--- src/rtl/tfl_pkg.sv ---
// tfl_pkg: shared types and helpers for the traffic-light controllers.
//   tfl_state_e : controller phase encoding (CLEAR only with TFL_ALL_RED_EN)
//   LT_G/LT_Y/LT_R : bit offsets of green/yellow/red within a 3-bit lamp group
//   rr_next()   : round-robin search for the next approach with demand
// Configuration macro: TFL_ALL_RED_EN (adds the all-red CLEAR phase).
package tfl_pkg;

   localparam int unsigned LT_G   = 0;
   localparam int unsigned LT_Y   = 1;
   localparam int unsigned LT_R   = 2;

   // Widest demand vector rr_next() can scan.
   localparam int unsigned RR_MAX = 32;

   typedef enum logic [1:0] {
      ST_GREEN  = 2'd0,
      ST_EXTEND = 2'd1,
`ifdef TFL_ALL_RED_EN
      ST_YELLOW = 2'd2,
      ST_CLEAR  = 2'd3
`else
      ST_YELLOW = 2'd2
`endif
   } tfl_state_e;

   // First approach with demand after cur (wrapping modulo n, cur excluded).
   // Scans from the far end so the nearest hit wins; returns cur if none.
   function automatic int unsigned rr_next(input logic [RR_MAX-1:0] dem,
                                           input int unsigned       n,
                                           input int unsigned       cur);
      int unsigned idx;
      rr_next = cur;
      for (int unsigned k = RR_MAX - 1; k >= 1; k--) begin
         if (k < n) begin
            idx = cur + k;
            if (idx >= n) idx = idx - n;
            if (dem[idx[4:0]]) rr_next = idx;
         end
      end
   endfunction

endpackage

--- src/rtl/tfl_phase_timer.sv ---
// tfl_phase_timer: CW-bit phase timer that decrements on tick and reloads
// itself on expiry.
//   clk, reset : clock, asynchronous active-high reset (loads RST_VAL)
//   tick_i     : timebase enable; the counter only moves on tick
//   reload_i   : value (duration-1) loaded on expiry
//   done_c_o   : combinational expiry strobe, tick && count == 0
module tfl_phase_timer #(
   parameter int unsigned   CW      = 8,
   parameter logic [CW-1:0] RST_VAL = '0
) (
   input  logic          clk,
   input  logic          reset,
   input  logic          tick_i,
   input  logic [CW-1:0] reload_i,
   output logic          done_c_o
);

   logic [CW-1:0] cnt_q;

   assign done_c_o = tick_i && (cnt_q == '0);

   // Reload on expiry, so the counter never decrements below zero.
   always_ff @(posedge clk or posedge reset) begin
      if (reset) begin
         cnt_q <= RST_VAL;
      end else if (done_c_o) begin
         cnt_q <= reload_i;
      end else if (tick_i) begin
         cnt_q <= cnt_q - CW'(1);
      end
   end

endmodule

--- src/rtl/tfl_multi_phase.sv ---
// tfl_multi_phase: N-approach round-robin traffic-light controller with
// demand skipping and sensor-driven green extensions.
//   clk, reset : clock, asynchronous active-high reset
//   tick       : one-cycle timebase enable
//   sensor     : per-approach vehicle demand
//   lights     : registered lamps, approach i at [3i+2:3i] = {red,yellow,green}
//   active_idx : registered index of the approach holding right-of-way
//   phase_done : registered one-cycle pulse on every timer expiry
// Configuration macro: TFL_ALL_RED_EN (all-red CLEAR phase between handoffs).
module tfl_multi_phase
   import tfl_pkg::*;
#(
   parameter int unsigned N_APPR    = 4,
   parameter int unsigned GREEN_MIN = 60,
   parameter int unsigned GREEN_EXT = 10,
   parameter int unsigned EXT_MAX   = 3,
   parameter int unsigned YELLOW    = 5,
   parameter int unsigned ALL_RED   = 2,
   parameter int unsigned CW        = 8
) (
   input  logic                        clk,
   input  logic                        reset,
   input  logic                        tick,
   input  logic [N_APPR-1:0]           sensor,
   output logic [3*N_APPR-1:0]         lights,
   output logic [$clog2(N_APPR)-1:0]   active_idx,
   output logic                        phase_done
);

   localparam int unsigned AW = $clog2(N_APPR);
   localparam int unsigned EW = (EXT_MAX < 1) ? 1 : $clog2(EXT_MAX + 1);
   localparam logic [3*N_APPR-1:0] LIGHTS_RST = {{(N_APPR-1){3'b100}}, 3'b001};

   tfl_state_e           state_q, state_d;
   logic [AW-1:0]        active_q, active_d;
   logic [AW-1:0]        next_q, next_d;
   logic [EW-1:0]        ext_q, ext_d;
   logic [3*N_APPR-1:0]  lights_q, lights_d;
   logic                 pd_q;
   logic [CW-1:0]        reload_d;
   logic                 expire_c;
   logic [N_APPR-1:0]    act_oh_c;
   logic                 other_dem_c;
   logic                 own_dem_c;
   logic [2:0]           lamp_act_c;
   logic [2:0]           lamp_idle_c;

   tfl_phase_timer #(
      .CW      (CW),
      .RST_VAL (CW'(GREEN_MIN - 1))
   ) u_timer (
      .clk      (clk),
      .reset    (reset),
      .tick_i   (tick),
      .reload_i (reload_d),
      .done_c_o (expire_c)
   );

   // Demand split into the active approach and everyone else.
   always_comb begin
      act_oh_c    = N_APPR'(1) << active_q;
      other_dem_c = |(sensor & ~act_oh_c);
      own_dem_c   = |(sensor & act_oh_c);
   end

   // Next-state, handoff bookkeeping, timer reload and lamp decode.
   always_comb begin
      state_d  = state_q;
      active_d = active_q;
      next_d   = next_q;
      ext_d    = ext_q;
      reload_d = CW'(GREEN_MIN - 1);
      lights_d = '0;

      if (expire_c) begin
         case (state_q)
            ST_GREEN, ST_EXTEND: begin
               if (other_dem_c && (!own_dem_c || ext_q == EW'(EXT_MAX))) begin
                  state_d = ST_YELLOW;
                  next_d  = AW'(rr_next(RR_MAX'(sensor), N_APPR, 32'(active_q)));
               end else begin
                  // Extensions are only charged while someone else waits.
                  state_d = ST_EXTEND;
                  if (other_dem_c && ext_q != EW'(EXT_MAX)) ext_d = ext_q + EW'(1);
               end
            end
            ST_YELLOW: begin
`ifdef TFL_ALL_RED_EN
               state_d = ST_CLEAR;
`else
               state_d  = ST_GREEN;
               active_d = next_q;
               ext_d    = '0;
`endif
            end
`ifdef TFL_ALL_RED_EN
            ST_CLEAR: begin
               state_d  = ST_GREEN;
               active_d = next_q;
               ext_d    = '0;
            end
`endif
            default: ;
         endcase
      end

      case (state_d)
         ST_EXTEND: reload_d = CW'(GREEN_EXT - 1);
         ST_YELLOW: reload_d = CW'(YELLOW - 1);
`ifdef TFL_ALL_RED_EN
         ST_CLEAR:  reload_d = CW'(ALL_RED - 1);
`endif
         default:   reload_d = CW'(GREEN_MIN - 1);
      endcase

      lamp_idle_c       = '0;
      lamp_idle_c[LT_R] = 1'b1;
      lamp_act_c        = '0;
      case (state_d)
         ST_GREEN, ST_EXTEND: lamp_act_c[LT_G] = 1'b1;
         ST_YELLOW:           lamp_act_c[LT_Y] = 1'b1;
         default:             lamp_act_c[LT_R] = 1'b1;
      endcase

      for (int unsigned i = 0; i < N_APPR; i++) begin
         lights_d[3*i +: 3] = (AW'(i) == active_d) ? lamp_act_c : lamp_idle_c;
      end
   end

   // State and registered outputs.
   always_ff @(posedge clk or posedge reset) begin
      if (reset) begin
         state_q  <= ST_GREEN;
         active_q <= '0;
         next_q   <= '0;
         ext_q    <= '0;
         lights_q <= LIGHTS_RST;
         pd_q     <= 1'b0;
      end else begin
         state_q  <= state_d;
         active_q <= active_d;
         next_q   <= next_d;
         ext_q    <= ext_d;
         lights_q <= lights_d;
         pd_q     <= expire_c;
      end
   end

   assign lights     = lights_q;
   assign active_idx = active_q;
   assign phase_done = pd_q;

endmodule

--- config.mk ---
export PLATFORM = sky130hd
export DESIGN_NAME = tfl_multi_phase
export DESIGN_NICKNAME = d
export VERILOG_FILES = /design/src/rtl/tfl_pkg.sv /design/src/rtl/tfl_phase_timer.sv /design/src/rtl/tfl_multi_phase.sv
export SDC_FILE = /design/constraint.sdc
export NUM_CORES = 1
export LEC_CHECK = 0
export CORE_UTILIZATION = 58
export DETAILED_ROUTE_END_ITERATION = 8
export GPL_ROUTABILITY_DRIVEN = 1
export PLACE_DENSITY = 0.95
export SLEW_MARGIN = 20
export SYNTH_ARGS = -nofsm -noshare
export SYNTH_HDL_FRONTEND = slang
export SYNTH_SLANG_ARGS = --single-unit
--- constraint.sdc ---
create_clock -name clk -period 6.9 [get_ports clk]
set_input_delay 1.38 -clock clk [delete_from_list [all_inputs] [get_ports clk]]
set_output_delay 1.38 -clock clk [all_outputs]
set_load 0.005 [all_outputs]
==> results_dict.tcl <==
set metrics [dict create \
    port_buffers 21 \
    grt_max_degree 30 \
    post-dp-hpwl_mm 2.47 \
    start_kind "input pin" \
    dp_slack_ns 2.15 \
    hp-class "reg -> reg" \
    status "completed" \
    fin_cells 221 \
    grt_pass1_wl_mm 6.18 \
    path_buf_inv 1 \
    coreArea_um2 2730 \
    netlist_area_um2 1660 \
    seqCellArea_um2 737 \
    htreeDepth 2 \
    final_nets 209 \
    slew_headroom_pct 61.0 \
    grt_pass1_vias 1348 \
    clkTransAtPathRegs_ns 0.10 \
    hold_viol_final 0 \
    fp.dieW_um 55.6 \
    postCtsHoldBufs 0 \
    crit_arrival_ns 4.65 \
    grt_overflow 0 \
    slowest_delay_ns 0.69 \
    tightest_slew_ns 0.584 \
    utilization_pct 71.7 \
    cts_tree "built" \
    wl_per_cell_um 15.8 \
    dieArea_um2 3090 \
    die_y_um 55.6 \
    rows 19 \
    cp_max_fo 12 \
    power.leakage_nw 0.905 \
    power.density_nw_per_um2 303 \
    path_cells "clkdlybuf4s50_1 -> or4b_4 -> or4_4 -> or3_4 -> o21ai_0 -> ha_1 -> nor2_1 -> a21oi_1 -> mux2_2" \
    cp_top_family "simple AND/OR/NAND/NOR gates" \
    grt_usage_pct 26.5 \
    maxSlewViolCount 0 \
    place.gp.congestion 0.909 \
    synth_warnings 0 \
    drt-total-wl_mm 3.49 \
    synth.avg_cell_area_um2 10.1 \
    syn_inst 165 \
    drtIter0Drc 45 \
    multiInputGateArea_um2 863 \
    area_growth_pct 17.8 \
    rsz0062_at_grt "no" \
    setup_viol 0 \
    place_inst 213 \
    viasPerCell 6.09 \
    syn_nets 185 \
    period_share_pct 63.5 \
    holdPathStages 2 \
    fin_setup_tns_ns 0 \
    cts_buffers 5 \
    diodes 0 \
    drive_above_1_share_pct 17.4 \
    antenna_found_initial 0 \
    synth.yosys.seq_area_share_pct 44.3 \
    num_vias 1345 \
    postCtsSetupBuffers 0 \
    worst_slack_ns 2.52 \
    nFillCells 199 \
    ys_ff_latch 29 \
    cap_violations 0 \
    max_freq_ghz 0.228 \
    initial_utilization_pct 60.9 \
    clock_path_buffers 2 \
    drtPass1Iterations 4 \
    crit_path_end_kind "register" \
    crit_required_ns 7.16 \
    crit_slowest_cell "clkdlybuf4s50_1" \
    postRouteAntennaNets 0 \
    cts.sinks 29 \
    io_pins 22 \
    ctsResizeCount 0 \
    ir_drop_v 0.000302 \
    drc 0 \
    reg2regPathDepth 8 \
    fin_skew_ns 0.00796 \
    cp.depth 9 \
    cts-root-buf "clkbuf_4" \
    clock_latency_ns 0.33 \
    synth_cell_type_count 37 \
    crit_type "in -> reg" \
    fin_crit_ns 4.38 \
]
[tightest hold or removal path, delay by kind of cell (launching register included)]
family,cells,cell delay [ns]
flops,1,0.38
simple gates,2,0.08
[path summary, 6_finish.rpt]
check,startpoint,endpoint,slack (ns)
worst max-delay path,tick,u_timer.cnt_q[1],2.52
worst min-delay path,u_timer.cnt_q[0],u_timer.cnt_q[0],0.46
worst max register to register,u_timer.cnt_q[3],u_timer.cnt_q[1],3.84
worst min register to register,u_timer.cnt_q[0],u_timer.cnt_q[0],0.46
max in group asynchronous,reset,lights[6],5.08
min in group asynchronous,reset,u_timer.cnt_q[6],1.43
[layout make-up]
class,count,share of cell area (%)
Clock buffer,7,3.32
Clock inverter,1,0.255
Inverter,11,2.11
Multi-Input combinational cell,121,44.0
Sequential cell,29,37.6
Tap cell,31,1.98
Timing Repair Buffer,21,10.7
[cell usage after synthesis]
master     n  share of area [%]
dfrtp_1   20                 30
nand2_1   16                3.6
ha_1      13                9.8
o21ai_0   11                3.3
inv_1     10                2.3
nand2b_1  10                3.8
dfstp_2    9                 14
a21oi_1    8                2.4
nor2_1     8                1.8
mux2_2     5                3.4
mux2i_1    5                3.0
nor2b_1    5                1.9
nor3_1     4                1.2
o21a_1     4                1.8
a22o_1     3                1.6
a22oi_1    3                1.4
and2_1     3                1.1
clkbuf_1   3               0.68
nand3_1    3               0.90
a31o_2     2                1.1
a41o_1     2                1.2
o31ai_1    2               0.90
or2_2      2               0.75
a211oi_1   1               0.45
a21o_1     1               0.45
a311o_1    1               0.60
and4_1     1               0.53
buf_6      1               0.68
clkinv_1   1               0.23
mux2_4     1               0.90
nor4_1     1               0.38
nor4b_1    1               0.53
or3_4      1               0.68
or3b_2     1               0.53
or4_2      1               0.53
or4_4      1               0.68
or4b_4     1               0.83
[report_power, final]
group / internal [mW] / leakage, nW / switching, mW
Sequential: 0.225 / 0.361 / 0.0370
Clock: 0.0590 / 0.0413 / 0.0602
Combinational: 0.101 / 0.502 / 0.111
[state kept, by name, summed over array words and instances (netlist names)]
| register | count |
|---|---|
| next_q | 2 |
| active_idx | 2 |
| u_timer.cnt_q | 8 |
| state_q | 2 |
| lights | 12 |
| ext_q | 2 |
| phase_done | 1 |
[through the flow]
stage               instance area, um2  hold WS (ns)  power [mW]
floorplan                         1660         0.435       0.401
global placement                  1890         0.447       0.461
detailed placement                1890         0.449       0.474
CTS                               1960         0.462       0.596
global route                      1960         0.494       0.638
finish                            1960         0.457       0.594
[cells by family (layout without fill, tap and decap cells)]
group / Yosys count / after routing / share of synthesized area (%)
multiplexers: 11 / 11 / 7.29
AND/OR/NAND/NOR: 59 / 59 / 19.7
adder cells (fa/ha/maj): 13 / 13 / 9.77
flip-flops: 29 / 29 / 44.3
AO/OA/AOI/OAI: 38 / 38 / 15.1
buffers and inverters: 15 / 40 / 3.83
[placed cells by master, fill, tap and decap left out, types with 2 or more instances in the layout]
cell type	instances
a31o_2	2
nand2b_1	10
a22oi_1	3
clkdlybuf4s50_1	21
inv_1	9
o31ai_1	2
o21ai_0	11
or2_2	2
nand3_1	3
nand2_1	16
nor2b_1	5
dfstp_2	9
a22o_1	3
ha_1	13
mux2i_1	5
mux2_2	5
clkbuf_8	2
dfrtp_1	20
nor2_1	8
clkbuf_4	5
and2_1	3
o21a_1	4
a21oi_1	8
nor3_1	4
a41o_1	2
[metal layers]
| layer | wire length, um | share of wire [%] | up-vias | global-route usage [%] |
|---|---|---|---|---|
| met5 | 0 | 0 | - | 0 |
| met4 | 78 | 2.2 | 0 | 16.8 |
| met3 | 240 | 6.9 | 10 | 7.26 |
| met2 | 1790 | 51 | 64 | 42.2 |
| met1 | 1380 | 39 | 643 | 31.6 |
| li1 | - | - | 628 | - |
(Power assumes the default switching activity.)
